$ cat config.mk
export PLATFORM = sky130hd
export DESIGN_NAME = dmem_arb
export DESIGN_NICKNAME = d
export VERILOG_FILES = /design/src/rtl/dmem_arb.sv
export SDC_FILE = /design/constraint.sdc
export NUM_CORES = 1
export LEC_CHECK = 0
export CELL_PAD_IN_SITES_DETAIL_PLACEMENT = 1
export CELL_PAD_IN_SITES_GLOBAL_PLACEMENT = 2
export CORE_MARGIN = 4
export CORE_UTILIZATION = 17
export CTS_CLUSTER_SIZE = 25
export DETAILED_ROUTE_END_ITERATION = 12
export GPL_TIMING_DRIVEN = 0
export PLACE_DENSITY = 0.86
export SYNTH_ARGS = -nofsm -noshare
export SYNTH_HDL_FRONTEND = slang
export SYNTH_SLANG_ARGS = --single-unit
$ cat constraint.sdc
create_clock -name clk -period 5 [get_ports clk]
set_clock_uncertainty 0.05 [all_clocks]
set_input_delay 1.25 -clock clk [delete_from_list [all_inputs] [get_ports clk]]
set_output_delay 1.25 -clock clk [all_outputs]
set_load 0.02 [all_outputs]
$ cat src/rtl/dmem_arb.sv
// dmem_arb: shares one 256 x 8 synchronous data RAM between two requesters.
//   Port 0 is the CPU load/store unit and port 1 is the debug/DMA loader.
//   The arbiter grants at most one access per cycle and drives the RAM
//   command lines. Read data returns to the requesting port one cycle
//   later with an rvalid strobe. It also keeps a saturating count of the
//   cycles in which both ports requested.
//
// Parameters:
//   FIXED_PRIO   0 = round-robin on ties, 1 = port 0 always wins ties
// Ports:
//   clk, rst                        clock, synchronous active-high reset
//   pX_req/we/addr/wdata            request from port X (X = 0, 1)
//   pX_gnt                          combinational grant to port X
//   pX_rvalid/rdata                 read return, one cycle after the grant
//   mem_wen/waddr/wdata/raddr       RAM command lines
//   mem_rdata                       RAM registered read data
//   conflict_cnt                    saturating count of contention cycles
//
// Handshake: a port raises req with we/addr/wdata valid and holds them
// stable until it sees gnt high. The access is taken at the rising edge
// that ends the cycle in which gnt is high. Dropping req before a grant
// withdraws the request.
module dmem_arb #(
  parameter int FIXED_PRIO = 0
) (
  input  logic        clk,
  input  logic        rst,
  input  logic        p0_req,
  input  logic        p0_we,
  input  logic [7:0]  p0_addr,
  input  logic [7:0]  p0_wdata,
  input  logic        p1_req,
  input  logic        p1_we,
  input  logic [7:0]  p1_addr,
  input  logic [7:0]  p1_wdata,
  output logic        p0_gnt,
  output logic        p1_gnt,
  output logic        p0_rvalid,
  output logic        p1_rvalid,
  output logic [7:0]  p0_rdata,
  output logic [7:0]  p1_rdata,
  output logic        mem_wen,
  output logic [7:0]  mem_waddr,
  output logic [7:0]  mem_wdata,
  output logic [7:0]  mem_raddr,
  input  logic [7:0]  mem_rdata,
  output logic [15:0] conflict_cnt
);

  logic last_gnt;   // 0 = port 0 granted most recently, 1 = port 1
  logic rd_pend0;
  logic rd_pend1;
  logic both_req;

  assign both_req = p0_req & p1_req;

  // Grant selection. On a tie under round-robin, the port that did not win
  // last time is granted. last_gnt resets to 1, so port 0 wins the first tie.
  always_comb begin
    p0_gnt = 1'b0;
    p1_gnt = 1'b0;
    if (!rst) begin
      if (both_req) begin
        if (FIXED_PRIO != 0) begin
          p0_gnt = 1'b1;
        end else if (last_gnt) begin
          p0_gnt = 1'b1;
        end else begin
          p1_gnt = 1'b1;
        end
      end else begin
        p0_gnt = p0_req;
        p1_gnt = p1_req;
      end
    end
  end

  // RAM command from the granted port. Unused lines are driven to 0.
  always_comb begin
    mem_wen   = 1'b0;
    mem_waddr = 8'h00;
    mem_wdata = 8'h00;
    mem_raddr = 8'h00;
    if (p0_gnt) begin
      if (p0_we) begin
        mem_wen   = 1'b1;
        mem_waddr = p0_addr;
        mem_wdata = p0_wdata;
      end else begin
        mem_raddr = p0_addr;
      end
    end else if (p1_gnt) begin
      if (p1_we) begin
        mem_wen   = 1'b1;
        mem_waddr = p1_addr;
        mem_wdata = p1_wdata;
      end else begin
        mem_raddr = p1_addr;
      end
    end
  end

  always_ff @(posedge clk) begin
    if (rst) begin
      last_gnt     <= 1'b1;
      rd_pend0     <= 1'b0;
      rd_pend1     <= 1'b0;
      conflict_cnt <= 16'h0000;
    end else begin
      if (p0_gnt) begin
        last_gnt <= 1'b0;
      end else if (p1_gnt) begin
        last_gnt <= 1'b1;
      end
      rd_pend0 <= p0_gnt & ~p0_we;
      rd_pend1 <= p1_gnt & ~p1_we;
      if (both_req && (conflict_cnt != 16'hFFFF)) begin
        conflict_cnt <= conflict_cnt + 16'd1;
      end
    end
  end

  // A reset arriving the cycle after a read grant cancels that return, so
  // the pending flag is masked by rst as well as being cleared at the edge.
  assign p0_rvalid = rd_pend0 & ~rst;
  assign p1_rvalid = rd_pend1 & ~rst;
  assign p0_rdata  = p0_rvalid ? mem_rdata : 8'h00;
  assign p1_rdata  = p1_rvalid ? mem_rdata : 8'h00;

endmodule

==> impl_metrics.yaml <==
run_status:
  status: "finished, final reports clean"
finish:
  post_route_cells_drive_above_1_share_pct: 5.56
  area_growth_pct: 95.5
  num_antenna_cells: 0
  layout_common_cells: "clkdlybuf4s50_1, a22o_1, dfxtp_1, and2_1, a21oi_1"
  post-route-util_pct: 34.4
  layout_commonest_cell: "clkdlybuf4s50_1"
  fin_nets: 318
sta:
  fmax_ghz: 0.209
  period_needed_ns: 4.78
  drv_slew: 0
  setup_violations: 0
  period_share_pct: 95.6
  finalHoldViolations: 0
  fin_ws_ns: 0.219
  rsz0062_at_grt: "no"
  relSlewSlack_pct: 45.5
  worstMarginPinSlew_ns: 0.810
global_route:
  grt_pass1_vias: 1841
  track_usage_pct: 11.7
  grt_antenna_before_repair: 0
  grt_busiest_layer: "met2"
  grt_overflow_total: 0
  grt_max_degree: 11
  use_met2_pct: 21.6
  grt_pass1_wl_um: 8580
  use_met1_pct: 12.7
  grt_util_met3_pct: 4.03
yosys:
  netlist_area_sq_um: 1290
  synth_warnings: 0
  synthDistinctLibCells: 30
  yosysSeqAreaShare_pct: 29.5
  synth_nets: 209
  postSynthCellCount: 162
  syn_area_per_cell_sq_um: 7.97
  synth_seq_cells: 19
cts:
  hold_buffers: 0
  clk_path_buf_depth: 2
  clk_latency_ns: 0.26
  cts_buffers: 3
  cts_root_buf: "clkbuf_8"
  clkSinkCount: 19
  ctsHtreeMaxLevel: 1
  clkTransAtPathRegs_ns: 0.08
  cts_tree: "built"
  cts_setup_buffers: 0
floorplanning:
  initial_core_util_pct: 17.6
  fp.dieW_um: 95.2
  die_h_um: 95.2
  core_sq_um: 7330
  io_pins: 107
  dieArea_sq_um: 9050
  placementRows: 31
routing:
  routed_wirelength_um: 5360
  drc: 0
  avgRoutedWirePerCell_um: 14.5
  ant_nets: 0
  first_pass_iters: 4
  drtIter0Drc: 56
  viasPerCell: 4.69
  vias: 1729
worst_setup_path:
  critical_path_class: "in -> out"
  start_kind: "input pin"
  crit_path_start: "rst"
  critical_path_arrival_ns: 3.48
  r2r_slack_ns: 2.65
  worst_setup_path_end_kind: "primary output"
  r2r_cells: 6
  timing.rr.start: "conflict_cnt[0]"
  critical_path.max_fanout: 10
  cp_data_required_time_ns: 3.70
placed_design:
  numPortBuffers: 106
  dp_worst_setup_slack_ns: -0.190
  globalplace.congestion: 0.702
  dp_hpwl_um: 4470
worst_hold_path:
  hold_path_class: "reg -> reg"
  hold_start: "conflict_cnt[0]"
  hold_depth: 2
job:
  max_cap_violations: 0
power:
  vdd_drop_max_mv: 0.0553
  p_per_area_nw_per_um2: 149
  p_leak_uw: 0.000852
## where the power goes
part / leakage [uW] / switching [uW] / internal [uW]
combinational: 0.000675 / 46.3 / 65.0
sequential: 0.000154 / 1.13 / 153
clock: 0.0000228 / 54.5 / 56.7
## per-layer routing
layer  vias up  wire [um]
met2        73       2740
met4         0         63
met1       819       2070
li1        831          -
met5         -          0
met3         6        491
## kinds of logic (layout without fill, tap and decap cells)
kind of cell	Yosys count	count (layout)	synth area share (%)
AND/OR/NAND/NOR	66	66	30.9
flip-flops	19	19	29.5
adder cells (fa/ha/maj)	1	1	0.969
buffers and inverters	19	127	5.72
multiplexers	1	1	0.775
AO/OA/AOI/OAI	56	56	32.2
## critical path: stages
cell and delay, ns:
clkdlybuf4s50_1 0.47, clkbuf_1 0.40, a211oi_2 0.11, and2_2 0.27, buf_4 0.19, a22o_1 0.23, clkdlybuf4s50_1 0.56
## stage by stage
stage	power, uW	TNS, ns	hold WS, ns	instances	instance area [sq um]
global placement	268	-1.06	0.439	367	2480
CTS	384	0	0.465	370	2530
finish	377	0	0.460	369	2520
floorplan	199	0	0.437	162	1290
global route	397	0	0.508	369	2520
detailed placement	270	-1.84	0.453	367	2480
## flip-flops by register name (all words and copies together) (netlist names)
signal	count
rd_pend1	1
rd_pend0	1
last_gnt	1
conflict_cnt	16
## path summary, 6_finish.rpt
path                                        end
worst max-delay path               mem_wdata[6]
worst min-delay path            conflict_cnt[0]
worst max register to register  conflict_cnt[7]
worst min register to register  conflict_cnt[0]
## cell usage after synthesis
library cell  instances  area, sq um
nand3_1               6         30.0
o41ai_2               1         16.3
or2_2                 3         18.8
mux2i_1               1         10.0
nand3_2               1         10.0
nor4_1                2         12.5
o31ai_1               5         37.5
o21ai_0               7         35.0
nor2b_1               4         25.0
and3_1                2         12.5
and2_1               19          119
nand2b_1              1         6.26
nor3_1                2         10.0
or4_1                 8         60.1
dfxtp_1              19          380
o211a_1               1         10.0
inv_1                 7         26.3
o311ai_0              1         8.76
nand2_1               6         22.5
nor2_1                1         3.75
or3_1                 6         37.5
a21oi_1              13         65.1
nand4_1               4         25.0
buf_2                 2         10.0
clkbuf_1             10         37.5
o41ai_1               2         17.5
ha_1                  1         12.5
a22o_1               24          210
nand2_2               1         6.26
a211oi_1              2         15.0
## layout make-up
type	instances	area [sq um]
fillers	866	4810
repair buffers	106	1060
multi-input cells	124	843
flip-flops and latches	19	380
well taps	99	124
clock buffers	4	45.0
plain buffers	10	45.0
inverters	7	26.3
## timing repair
item,CTS,global route
resized for setup,3,3
endpoints found under the setup margin,18,18
pin swaps,0,0
Power figures use the tool's default switching activity.
